===== src/rtl/cpm_pkg.sv =====
// rtl/cpm_pkg.sv - shared state encoding and saturation constant for clock_period_monitor
package cpm_pkg;

  typedef enum logic [1:0] {
    IDLE,
    WAIT1,
    MEASURE,
    HOLD
  } cpm_state_e;

  // All-ones value of a cnt_w-bit counter; computed at 64 bits so cnt_w=32 does not overflow.
  function automatic logic [63:0] cpm_sat_value(input int unsigned cnt_w);
    return (64'd1 << cnt_w) - 64'd1;
  endfunction

endpackage


===== src/rtl/clock_period_monitor_if.sv =====
// rtl/clock_period_monitor_if.sv - measurement result valid/ready channel
interface clock_period_monitor_if #(
  parameter int unsigned CNT_W = 16
);

  logic             meas_valid;
  logic             meas_ready;
  logic [CNT_W-1:0] period;
  logic [CNT_W-1:0] high_time;

  modport master (
    output meas_valid,
    output period,
    output high_time,
    input  meas_ready
  );

  modport slave (
    input  meas_valid,
    input  period,
    input  high_time,
    output meas_ready
  );

endinterface


===== src/rtl/cpm_sync_edge.sv =====
// rtl/cpm_sync_edge.sv - mon_clk synchronizer plus history flop producing rise/fall strobes
module cpm_sync_edge #(
  parameter int unsigned SYNC_STAGES = 2
) (
  input  logic clk,
  input  logic rst,
  input  logic mon_clk,
  output logic rise,
  output logic fall
);

  logic [SYNC_STAGES-1:0] sync_q;
  logic                   hist_q;
  logic                   sync_bit;

  assign sync_bit = sync_q[SYNC_STAGES-1];

  always_ff @(posedge clk or posedge rst) begin
    if (rst) begin
      sync_q <= '0;
      hist_q <= 1'b0;
    end else begin
      sync_q <= {sync_q[SYNC_STAGES-2:0], mon_clk};
      hist_q <= sync_bit;
    end
  end

  assign rise = sync_bit & ~hist_q;
  assign fall = ~sync_bit & hist_q;

endmodule


===== src/rtl/clock_period_monitor.sv =====
// rtl/clock_period_monitor.sv - measures period/high time of mon_clk in clk cycles; CPM_DUTY_CHECK_EN adds duty_err
module clock_period_monitor
  import cpm_pkg::*;
#(
  parameter int unsigned CNT_W       = 16,
  parameter int unsigned EXP_PERIOD  = 6,
  parameter int unsigned TOLERANCE   = 0,
  parameter int unsigned SYNC_STAGES = 2
) (
  input  logic                   clk,
  input  logic                   rst,
  input  logic                   mon_clk,
  input  logic                   enable,
  input  logic                   clr_err,
  clock_period_monitor_if.master meas,
  output logic                   period_err,
  output logic                   overrun,
`ifdef CPM_DUTY_CHECK_EN
  output logic                   duty_err,
`endif
  output logic                   timeout
);

  localparam logic [CNT_W-1:0] CNT_MAX = CNT_W'(cpm_sat_value(CNT_W));
  localparam logic [CNT_W-1:0] CNT_ONE = CNT_W'(1);
  localparam logic [CNT_W:0]   EXP_EXT = (CNT_W+1)'(EXP_PERIOD);
  localparam logic [CNT_W:0]   TOL_EXT = (CNT_W+1)'(TOLERANCE);

  cpm_state_e       state_q, state_d;
  logic             rise, fall;
  logic [CNT_W-1:0] cnt_q, hi_lat_q;
  logic             pend_q;
  logic [CNT_W-1:0] pend_period_q, pend_high_q;
  logic             valid_q;
  logic [CNT_W-1:0] period_q, high_q;

  logic             active, sat, accept, load, defer, drop;
  logic [CNT_W-1:0] load_period, load_high;
  logic [CNT_W:0]   p_ext, period_dev;
  logic             period_bad;

  cpm_sync_edge #(
    .SYNC_STAGES (SYNC_STAGES)
  ) u_sync_edge (
    .clk     (clk),
    .rst     (rst),
    .mon_clk (mon_clk),
    .rise    (rise),
    .fall    (fall)
  );

  assign meas.meas_valid = valid_q;
  assign meas.period     = period_q;
  assign meas.high_time  = high_q;

  always_ff @(posedge clk or posedge rst) begin
    if (rst) state_q <= IDLE;
    else     state_q <= state_d;
  end

  // A rise that coincides with a completed handshake is deferred one cycle (defer/pend_q)
  // so the consumer never sees a result overwritten under an accepted beat.
  always_comb begin
    state_d = state_q;
    load    = 1'b0;
    defer   = 1'b0;
    drop    = 1'b0;
    active  = (state_q == MEASURE) || (state_q == HOLD);
    sat     = active && !rise && (cnt_q == CNT_MAX);
    accept  = valid_q && meas.meas_ready;
    if (!enable) begin
      state_d = IDLE;
    end else begin
      case (state_q)
        IDLE:  state_d = WAIT1;
        WAIT1: if (rise) state_d = MEASURE;
        MEASURE, HOLD: begin
          if (pend_q) begin
            load    = 1'b1;
            state_d = HOLD;
          end else if (rise) begin
            if (accept) begin
              defer   = 1'b1;
              state_d = MEASURE;
            end else if (valid_q) begin
              drop = 1'b1;
            end else begin
              load    = 1'b1;
              state_d = HOLD;
            end
          end else if (sat) begin
            state_d = WAIT1;
          end else if (accept && (state_q == HOLD)) begin
            state_d = MEASURE;
          end
        end
        default: state_d = IDLE;
      endcase
    end
  end

  always_comb begin
    load_period = pend_q ? pend_period_q : cnt_q;
    load_high   = pend_q ? pend_high_q : hi_lat_q;
    p_ext       = {1'b0, load_period};
    period_dev  = (p_ext >= EXP_EXT) ? (p_ext - EXP_EXT) : (EXP_EXT - p_ext);
    period_bad  = period_dev > TOL_EXT;
  end

`ifdef CPM_DUTY_CHECK_EN
  localparam logic [CNT_W+1:0] DUTY_LIM = (CNT_W+2)'(2 * TOLERANCE + 1);
  logic [CNT_W+1:0] two_high, p2_ext, duty_dev;
  logic             duty_bad;

  always_comb begin
    two_high = {1'b0, load_high, 1'b0};
    p2_ext   = {2'b00, load_period};
    duty_dev = (two_high >= p2_ext) ? (two_high - p2_ext) : (p2_ext - two_high);
    duty_bad = duty_dev > DUTY_LIM;
  end

  always_ff @(posedge clk or posedge rst) begin
    if (rst) duty_err <= 1'b0;
    else     duty_err <= (load && duty_bad) || (duty_err && !clr_err);
  end
`endif

  always_ff @(posedge clk or posedge rst) begin
    if (rst) begin
      cnt_q         <= '0;
      hi_lat_q      <= '0;
      pend_q        <= 1'b0;
      pend_period_q <= '0;
      pend_high_q   <= '0;
      valid_q       <= 1'b0;
      period_q      <= '0;
      high_q        <= '0;
      period_err    <= 1'b0;
      overrun       <= 1'b0;
      timeout       <= 1'b0;
    end else begin
      if (rise)                             cnt_q <= CNT_ONE;
      else if (active && cnt_q != CNT_MAX)  cnt_q <= cnt_q + CNT_ONE;

      if (active && fall) hi_lat_q <= cnt_q;

      pend_q <= defer;
      if (defer) begin
        pend_period_q <= cnt_q;
        pend_high_q   <= hi_lat_q;
      end

      if (!enable)     valid_q <= 1'b0;
      else if (load)   valid_q <= 1'b1;
      else if (accept) valid_q <= 1'b0;

      if (load) begin
        period_q <= load_period;
        high_q   <= load_high;
      end

      // Sticky flags: a set in the same cycle as clr_err wins.
      period_err <= (load && period_bad) || (period_err && !clr_err);
      overrun    <= drop || (overrun && !clr_err);
      timeout    <= (enable && sat) || (timeout && !clr_err);
    end
  end

endmodule

===== src/flat_wrapper.sv =====
// flat-port wrapper written by rule: the top's interface ports become plain ports
module clock_period_monitor_flat import cpm_pkg::*;
#(
  parameter int unsigned CNT_W       = 16,
  parameter int unsigned EXP_PERIOD  = 6,
  parameter int unsigned TOLERANCE   = 0,
  parameter int unsigned SYNC_STAGES = 2
)
  (clk, rst, mon_clk, enable, clr_err, period_err, overrun, timeout, meas_meas_valid, meas_period, meas_high_time, meas_meas_ready);
  clock_period_monitor_if #(.CNT_W(CNT_W)) meas_i ();
  input  logic clk;
  input  logic rst;
  input  logic mon_clk;
  input  logic enable;
  input  logic clr_err;
  output logic period_err;
  output logic overrun;
  output logic timeout;
  output wire logic [$bits(meas_i.meas_valid)-1:0] meas_meas_valid;
  output wire logic [$bits(meas_i.period)-1:0] meas_period;
  output wire logic [$bits(meas_i.high_time)-1:0] meas_high_time;
  input wire logic [$bits(meas_i.meas_ready)-1:0] meas_meas_ready;
  assign meas_meas_valid = meas_i.meas_valid;
  assign meas_period = meas_i.period;
  assign meas_high_time = meas_i.high_time;
  assign meas_i.meas_ready = meas_meas_ready;
  clock_period_monitor #(.CNT_W(CNT_W), .EXP_PERIOD(EXP_PERIOD), .TOLERANCE(TOLERANCE), .SYNC_STAGES(SYNC_STAGES)) u_core (.clk(clk), .rst(rst), .mon_clk(mon_clk), .enable(enable), .clr_err(clr_err), .meas(meas_i), .period_err(period_err), .overrun(overrun), .timeout(timeout));
endmodule

===== config.mk =====
export PLATFORM = sky130hd
export DESIGN_NAME = clock_period_monitor_flat
export DESIGN_NICKNAME = d
export VERILOG_FILES = /design/src/rtl/cpm_pkg.sv /design/src/rtl/clock_period_monitor_if.sv /design/src/rtl/cpm_sync_edge.sv /design/src/rtl/clock_period_monitor.sv /design/src/flat_wrapper.sv
export SDC_FILE = /design/constraint.sdc
export NUM_CORES = 1
export LEC_CHECK = 0
export CORE_AREA = 5 5 97 99
export DETAILED_ROUTE_END_ITERATION = 16
export DIE_AREA = 0 0 102 104
export HOLD_SLACK_MARGIN = 0.05
export PLACE_DENSITY = 0.94
export SLEW_MARGIN = 20
export SYNTH_ARGS = -nofsm -noshare
export SYNTH_HDL_FRONTEND = slang
export SYNTH_SLANG_ARGS = --single-unit

===== constraint.sdc =====
create_clock -name clk -period 6.6 [get_ports clk]
set_input_delay 0.66 -clock clk [delete_from_list [all_inputs] [get_ports clk]]
set_output_delay 0.66 -clock clk [all_outputs]
set_load 0.01 [all_outputs]

After elaboration in Yosys (flattened, before gate mapping) --
Cells that the tools add are included.
Operators by class: add/sub/neg operators 3, $lt $le $gt $ge 2, eq/ne operators 9, mux-type cells 34, bitwise operators 4, reductions and logical operators 21
Operators by type and width (count):
- two-way mux 16 bit | 4
- two-way mux 1 bit | 20
- greater-than comparator 17 x 1 -> 1 bit (second input constant) | 1
- two-way mux 17 bit | 1
- subtractor 16 x 3 -> 17 bit (second input constant) | 1
- subtractor 3 x 16 -> 17 bit (first input constant) | 1
- adder 16 x 1 -> 16 bit (second input constant) | 1
- == test 16 bit (second input constant) | 1
- >= comparator 16 x 3 -> 1 bit (second input constant) | 1
- two-way mux 2 bit | 8
- inequality test 16 bit (second input constant) | 1
- logical AND 1 bit | 11
- inequality test 6 x 2 -> 1 bit (second input constant) | 1
- inequality test 6 bit (second input constant) | 1
- case mux 2 bit (3 select lines) | 1
- == test 2 bit (second input constant) | 2
- logical OR 1 bit | 4
- inequality test 3 x 1 -> 1 bit (second input constant) | 1
- inequality test 3 x 2 -> 1 bit (second input constant) | 1
- AND reduction 3 bit | 1
- AND 1 bit | 2
- == test 2 x 1 -> 1 bit (second input constant) | 1
- zero test 1 bit | 2
- zero test 2 bit | 1
- other kinds (3) | 4
Word-level totals: register bits 106, input bits 6, output and inout port bits 36, logic and storage cells 87

Longest topological paths before layout --
depth in word-level cells 10, gate-level depth with buffers 12, depth with buffers taken out 10

Cells and area by module --
Synthesis repeated with hierarchy kept, for this count alone.
Second synthesis, totals: cell total of the unflattened synthesis 460, area, all modules 5170.0 um2
By module, submodules not included:
- clock_period_monitor | instances 1, cells an instance 454, area each 5076.1 um2, seq. area each 2577.5 um2
- cpm_sync_edge | instances 1, cells an instance 6, area each 93.8 um2, seq. area each 75.1 um2

Worst setup path before layout --
Ideal clock, no wire load.
path kind register -> register, start point reg u_core.pend_q, end point reg u_core.period_err, library setup time 0.124 ns, arrival 2.764 ns, data required time 6.476 ns, slack 3.712 ns, cell stages (with the launch flop) 12, path buffers 2, clock period less this slack 2.888 ns, path through dfrtp_1 -> buf_4 -> clkbuf_1 -> mux2_2 -> ha_1 -> inv_1 -> o211ai_1 -> nor3_2 -> and2_1 -> nor4b_1 -> o2111ai_1 -> o31a_1
Between the ends: word-level cells in the longest chain between the ends 6, elaborated cells on any way between the ends 11, those cells by class 2 x add/sub; 2 x order compare; 5 x mux; 2 x reduce/logical
RTL lines:
- start: declaration | RTL line clock_period_monitor.sv:32 | logic pend_q;
- start signal: assignment | RTL line clock_period_monitor.sv:147 | pend_q <= defer;
- two-way mux 16 bit * | RTL line clock_period_monitor.sv:103 | load_period = pend_q ? pend_period_q : cnt_q;
- net u_core.load_period[2] | RTL line clock_period_monitor.sv:38 | logic [CNT_W-1:0] load_period, load_high;
- subtractor 3 x 16 -> 17 bit (tied with other cells) | RTL line clock_period_monitor.sv:106 | period_dev = (p_ext >= EXP_EXT) ? (p_ext - EXP_EXT) : (EXP_EXT - p_ext);
- two-way mux 17 bit * | RTL line clock_period_monitor.sv:106
- greater-than comparator 17 x 1 -> 1 bit * | RTL line clock_period_monitor.sv:107 | period_bad = period_dev > TOL_EXT;
- logical AND 1 bit * | RTL line clock_period_monitor.sv:163 | period_err <= (load && period_bad) || (period_err && !clr_err);
- logical OR 1 bit * | RTL line clock_period_monitor.sv:163
- end signal: assignment | RTL line clock_period_monitor.sv:163
- end: declaration | RTL line clock_period_monitor.sv:16 | output logic period_err,
The timed path passes the listed nets; every way through them passes the cells marked *. A chain may end at the register's enable or synchronous reset.

Worst setup path in the final report --
Same ends and word-level chain as after synthesis.

==> impl_metrics.json <==
{
  "setup.worst_path.end_class": "flip-flop",
  "cts_hold_buffers": 0,
  "ir_worst_vdd_uv": 130.5,
  "syn_area_per_cell_sq_um": 11.29,
  "clock_latency_ns": 0.37,
  "drive_above_1_share_pct": 19.21,
  "maxCapViolations": 0,
  "setup_tns_ns": 0,
  "worstPathArrival_ns": 3.91,
  "place_inst": 576,
  "hold_start": "u_core.u_sync_edge.sync_q[0]$_DFF_PP0_",
  "synth_top_family_by_area": "multiplexers",
  "synth_fa_ha_area_share_pct": 0.7418,
  "cts_sinks": 106,
  "slew-limit-headroom_pct": 45.83,
  "power_density_nw_per_um2": 200.3,
  "grt_pass1_wl_um": 18460,
  "outcome": "finished clean",
  "hold_path_class": "reg2reg",
  "grt_max_degree": 83,
  "synth_compound_gate_area_share_pct": 9.224,
  "fin_cells": 592,
  "synthMuxAreaShare_pct": 18.64,
  "finalMaxSlewViolations": 0,
  "synth_edf_count": 0,
  "yosysSeqAreaShare_pct": 52.42,
  "core_area_sq_um": 8466,
  "worstPathRequired_ns": 6.86,
  "rsz0062_at_grt": "false",
  "timing.fmax_ghz": 0.2740,
  "leakage_nw": 2.544,
  "postCtsSetupBuffers": 0,
  "ctsHtreeMaxLevel": 3,
  "fp.dieW_um": 102,
  "critPathKind": "reg2reg",
  "synth-xor-area-share_pct": 3.437,
  "fill_cells": 593,
  "die_height_um": 104,
  "finalHoldViolations": 0,
  "period_share_pct": 55.31,
  "synth-main-ff-cell": "dfrtp_1",
  "async_flop_share_pct": 100.0,
  "drc": 0,
  "ys_seq_elements": 106,
  "whs_path_depth": 0,
  "clock_path_buffers": 2,
  "whs_endpoint": "u_core.u_sync_edge.sync_q[1]$_DFF_PP0_",
  "r2r_cells": 11,
  "reg2reg_slack_ns": 2.95,
  "grt_pass1_vias": 3706,
  "worst_clock_skew_ns": 0.01580,
  "vias": 3637,
  "ff_latch_area_sq_um": 2654,
  "postCtsResizedCells": 0,
  "synth_area_sq_um": 5060,
  "worst-path-max-fanout": 44,
  "routedWlPerCell_um": 18.69,
  "wirelength_um": 11070,
  "finalCriticalPeriod_ns": 3.650,
  "numCtsBuffers": 9,
  "ys_types": 58,
  "num_rows": 34,
  "yosys.area_share.simple_pct": 12.22,
  "multi_input_area_sq_um": 2245,
  "cts_tree": "done",
  "grt_overflow_total": 0,
  "dr.pass1.iters": 5,
  "tightest_slew_ns": 0.8101,
  "yosys_warnings": 0,
  "start_util_pct": 59.77,
  "area_growth_pct": 12.88,
  "cts_root_buf": "clkbuf_8",
  "synthCells": 448,
  "viasPerCell": 6.144,
  "die-area_sq_um": 10610,
  "grt_usage_pct": 21.97,
  "first_iter_violations": 235,
  "nNetsFinal": 488,
  "grt_antenna_before_repair": 0,
  "setup_viol": 0,
  "r2r-end": "u_core.period_err$_DFF_PP0_",
  "r2r_start": "u_core.pend_q$_DFF_PP0_",
  "post-dp-hpwl_um": 7709,
  "io_pins": 42,
  "port_buffers": 41,
  "startpoint_type": "flip-flop",
  "synthesis.nets": 457,
  "antenna_left": 0,
  "fin_util_pct": 67.47,
  "place_congestion": 0.8882,
  "path_clk_slew_ns": 0.11,
  "diodes": 0
}
## worst max path at each step
stage | endpoint | cells after the start | slack, ns | start
after floorplan | u_core.cnt_q[0]$_DFFE_PP0P_ | 1 | 3.15 | rst
after global placement | u_core.period_err$_DFF_PP0_ | 10 | 3.27 | u_core.pend_q$_DFF_PP0_
after detailed placement | u_core.period_err$_DFF_PP0_ | 11 | 3.08 | u_core.pend_q$_DFF_PP0_
after CTS | u_core.period_err$_DFF_PP0_ | 11 | 2.99 | u_core.pend_q$_DFF_PP0_
after global routing | u_core.period_err$_DFF_PP0_ | 11 | 2.69 | u_core.pend_q$_DFF_PP0_
final | u_core.period_err$_DFF_PP0_ | 11 | 2.95 | u_core.pend_q$_DFF_PP0_
## metal layers
layer | track usage (%) | part of all wire, % | vias to the layer above
met2 | 34.96 | 50 | 128
met4 | 10.59 | 3.7 | 0
li1 | - | - | 1662
met5 | 0 | 0 | -
met3 | 3.622 | 4.7 | 36
met1 | 28.98 | 42 | 1811
## state kept, by name, summed over array words and instances, names as in the netlist
signal	cells
u_core.timeout	1
u_core.meas.high_time	16
u_core.pend_period_q	16
u_core.hi_lat_q	16
u_core.pend_high_q	16
u_core.meas.period	16
u_core.meas.meas_valid	1
u_core.state_q	2
u_core.overrun	1
u_core.cnt_q	16
u_core.u_sync_edge.hist_q	1
u_core.u_sync_edge.sync_q	2
u_core.period_err	1
u_core.pend_q	1
## layout by cell type (no fill, tap or decap), types with 3 or more instances in the layout
master,instances
nand4_1,7
nor2b_1,4
mux2i_1,29
buf_4,4
inv_1,9
xnor2_1,5
mux2_2,57
ha_1,3
o21ai_0,36
nand2_1,48
o211ai_1,4
nor4_1,4
nor2_1,22
nor3b_1,3
or3_1,3
clkbuf_8,10
dfrtp_1,105
clkdlybuf4s50_1,41
or4_4,3
a21oi_1,8
xor2_1,13
nand3_1,7
nor3_1,10
## area by class of cell
type / instances / share of cell area, %
sequential: 106 / 46.46
multi-input combinational: 306 / 39.30
timing repair buffer: 46 / 7.908
clock buffer: 11 / 2.475
tap: 108 / 2.366
clock inverter: 5 / 0.7886
inverter: 10 / 0.7010
## cell families (layout without fill, tap and decap cells)
kind of cell	count (synthesis)	count (layout)
simple gates	125	125
compound gates	72	72
buf+inv	36	72
fa+ha+maj	3	3
xor+xnor	19	19
flops	106	106
mux	87	87
## worst max-delay path, stage by stage (launching register included)
cell,delay (ns)
dfrtp_2,0.56
buf_4,0.54
mux2i_1,0.38
inv_1,0.14
ha_1,0.28
inv_1,0.07
o211ai_1,0.18
nor3_2,0.41
and2_1,0.21
nor4b_1,0.26
o2111ai_1,0.15
o31a_1,0.31
## cell usage after synthesis (4+ instances only)
| cell type | instances | share of area, % |
|---|---|---|
| nor2b_1 | 4 | 0.49 |
| nor3_1 | 10 | 0.99 |
| mux2i_1 | 29 | 5.7 |
| a21oi_1 | 8 | 0.79 |
| xnor2_1 | 5 | 0.87 |
| o21ai_0 | 36 | 3.6 |
| dfrtp_1 | 106 | 52 |
| nand4_1 | 7 | 0.87 |
| nand2_1 | 48 | 3.6 |
| inv_1 | 10 | 0.74 |
| nand3_1 | 8 | 0.79 |
| o211ai_1 | 4 | 0.59 |
| xor2_1 | 13 | 2.3 |
| mux2_2 | 57 | 13 |
| nor2_1 | 22 | 1.6 |
| nor4_1 | 4 | 0.49 |
| clkbuf_1 | 17 | 1.3 |
## power breakdown
group	internal [mW]	switching, mW	total (mW)
Clock	0.155	0.232	0.387
Combinational	0.0317	0.0455	0.0772
Sequential	0.664	0.0163	0.680
Total	0.850	0.294	1.14
## through the flow
stage | cell area, sq um | total power, mW | hold WS, ns | worst slack (ns)
2_1_floorplan | 5060 | 0.7342 | 0.3312 | 3.151
3_3_place_gp | 5522 | 0.7652 | 0.3375 | 3.268
3_5_place_dp | 5522 | 0.7697 | 0.3451 | 3.076
4_1_cts | 5708 | 1.150 | 0.3702 | 2.986
5_1_grt | 5712 | 1.188 | 0.3784 | 2.687
6_report | 5712 | 1.144 | 0.3680 | 2.950
(Power assumes the default switching activity.)
==> patch (config.mk and constraints unchanged) <==
Encoding of `cpm_state_e`: now one-hot (4 bits for 4 states).
--- a/src/rtl/cpm_pkg.sv
+++ b/src/rtl/cpm_pkg.sv
@@ -1,11 +1,11 @@
 // rtl/cpm_pkg.sv - shared state encoding and saturation constant for clock_period_monitor
 package cpm_pkg;
 
-  typedef enum logic [1:0] {
-    IDLE,
-    WAIT1,
-    MEASURE,
-    HOLD
+  typedef enum logic [3:0] {
+    IDLE    = 4'b0001,
+    WAIT1   = 4'b0010,
+    MEASURE = 4'b0100,
+    HOLD    = 4'b1000
   } cpm_state_e;
 
   // All-ones value of a cnt_w-bit counter; computed at 64 bits so cnt_w=32 does not overflow.
Formal check against the unedited RTL: same outputs for any inputs over 10 cycles, from zero or initial values and one cycle with rst high; not proved beyond that.
==> patch against the original RTL <==
  * Clock power up 10%
  * Sequential cell count up 2
  * Routed wire length up 2.3%
  * Combinational power down 6.3%
  * Worst setup slack worse by 0.040 ns
  * Cell count up 2.5%
  * Core utilization up 1.7 points
  * Power up 4.3%
  * Synthesized area up 2.8%
  * Via count down 0.44%
  * Design area up 2.5%
  * Die area unchanged
  * Critical path type unchanged
  * Largest cell class unchanged
==> patch: results (changes against the original RTL) <==
* Met2 Usage GRT at 35.14% (was 34.96%)
* Placed cell count at 591 (was 576)
* Synth Area in XOR/XNOR at 2.863% (was 3.437%)
* Dpl hpwl at 8.007 mm (was 7.709 mm)
* Crit-path max FO at 41 (was 44)
* Adder-Cell Fraction of Synth Area at 0.7218% (was 0.7418%)
* Synth async-reset ratio at 100.0% (unchanged)
* Leakage at 0.002550 uW (was 0.002544 uW)
* Synth cell types at 57 (was 58)
* Relative slew slack at 39.29% (was 45.83%)
* Outcome: finished clean (unchanged)
* All-layer global routing usage at 22.32% (was 21.97%)
* Mux cell area share after synthesis at 18.00% (was 18.64%)
* Maximum vdd ir drop at 121.7 uV (was 130.5 uV)
* Hold_ws at 0.3652 ns (was 0.3680 ns)
* Top cells by area, synth: dfrtp_1 51%, mux2_2 12%, mux2i_1 5.8% (was dfrtp_1 52%, mux2_2 13%, mux2i_1 5.7%)
* Worst Path Arrival at 3.93 ns (was 3.91 ns)
* Complex-gate fraction of the synthesized area at 9.023% (was 9.224%)
* DP Area at 5642 um^2 (was 5522 um^2)
* 1st-iter DRT viols at 223 (was 235)
* H-tree depth at 3 (unchanged)
* Mean post-synth cell area at 11.11 um^2 (was 11.29 um^2)
* Pre-CTS WS at 2.986 ns (was 3.076 ns)
* GR Util met3 at 2.414% (was 3.622%)
* Reg2Reg Depth at 9 (was 11)
* Final WS setup at 2.910 ns (was 2.950 ns)
* Met2 routed wirelength at 5.567 mm (was 5.515 mm)
* Final nets at 503 (was 488)
* Met1 Routed Length at 5.212 mm (was 4.626 mm)
* Final Non-Filler Cells at 607 (was 592)
* Largest net degree at the start of global routing at 57 (was 83)
* Vias at 3621 (was 3637)
* Wire length per cell at 18.65 um (was 18.69 um)
* Number of fill cells in the layout at 638 (was 593)
* Post-synth net total at 477 (was 457)
* Fraction of layout cells with a size suffix above 1 at 18.04% (was 19.21%)
* GR Util met1 at 32.24% (was 28.98%)
* Worst Skew at 0.01418 ns (was 0.01580 ns)
* Met3 wire len at 359 um (was 515 um)
* First-pass GRT wire length at 18.87 mm (was 18.46 mm)
* Final GP Congestion at 0.8867 (was 0.8882)
* Most frequent cells after synthesis: 107 x dfrtp_1, 54 x mux2_2, 48 x nand2_1 (was 106 x dfrtp_1, 57 x mux2_2, 48 x nand2_1)
[patch: cell count changes in the layout (fill, tap and decap cells not counted), sizes merged, moves of 4 or more]
cell   before  now
mux2       58   54
inv        13    7
xor2       14    9
nor2       23   33
o21ai      36   40
[patch: report_power, final]
group | total (uW) | switching, uW | leakage, uW | internal (uW)
combinational | 72.3 | 43.7 | 0.000954 | 28.6
clock | 426 | 226 | 0.000105 | 200
sequential | 694 | 18.3 | 0.00149 | 676
[patch: layout make-up]
cell class,instances,area (um^2),share of cell area (%)
inverter,6,25.02,0.4273
tap,108,135.1,2.307
multi-input combinational,323,2331,39.80
clock buffer,12,155.1,2.649
clock inverter,4,57.56,0.9827
timing repair buffer,46,447.9,7.648
sequential,108,2705,46.19
[patch: critical path, cell delays in order (launching register included)]
cell and delay, ns:
dfrtp_2 0.69, buf_4 0.53, mux2_2 0.44, ha_1 0.30, nand2b_1 0.21, nor4_4 0.36
a31oi_1 0.14, a2111oi_0 0.51, o2111a_1 0.28, a32oi_1 0.10
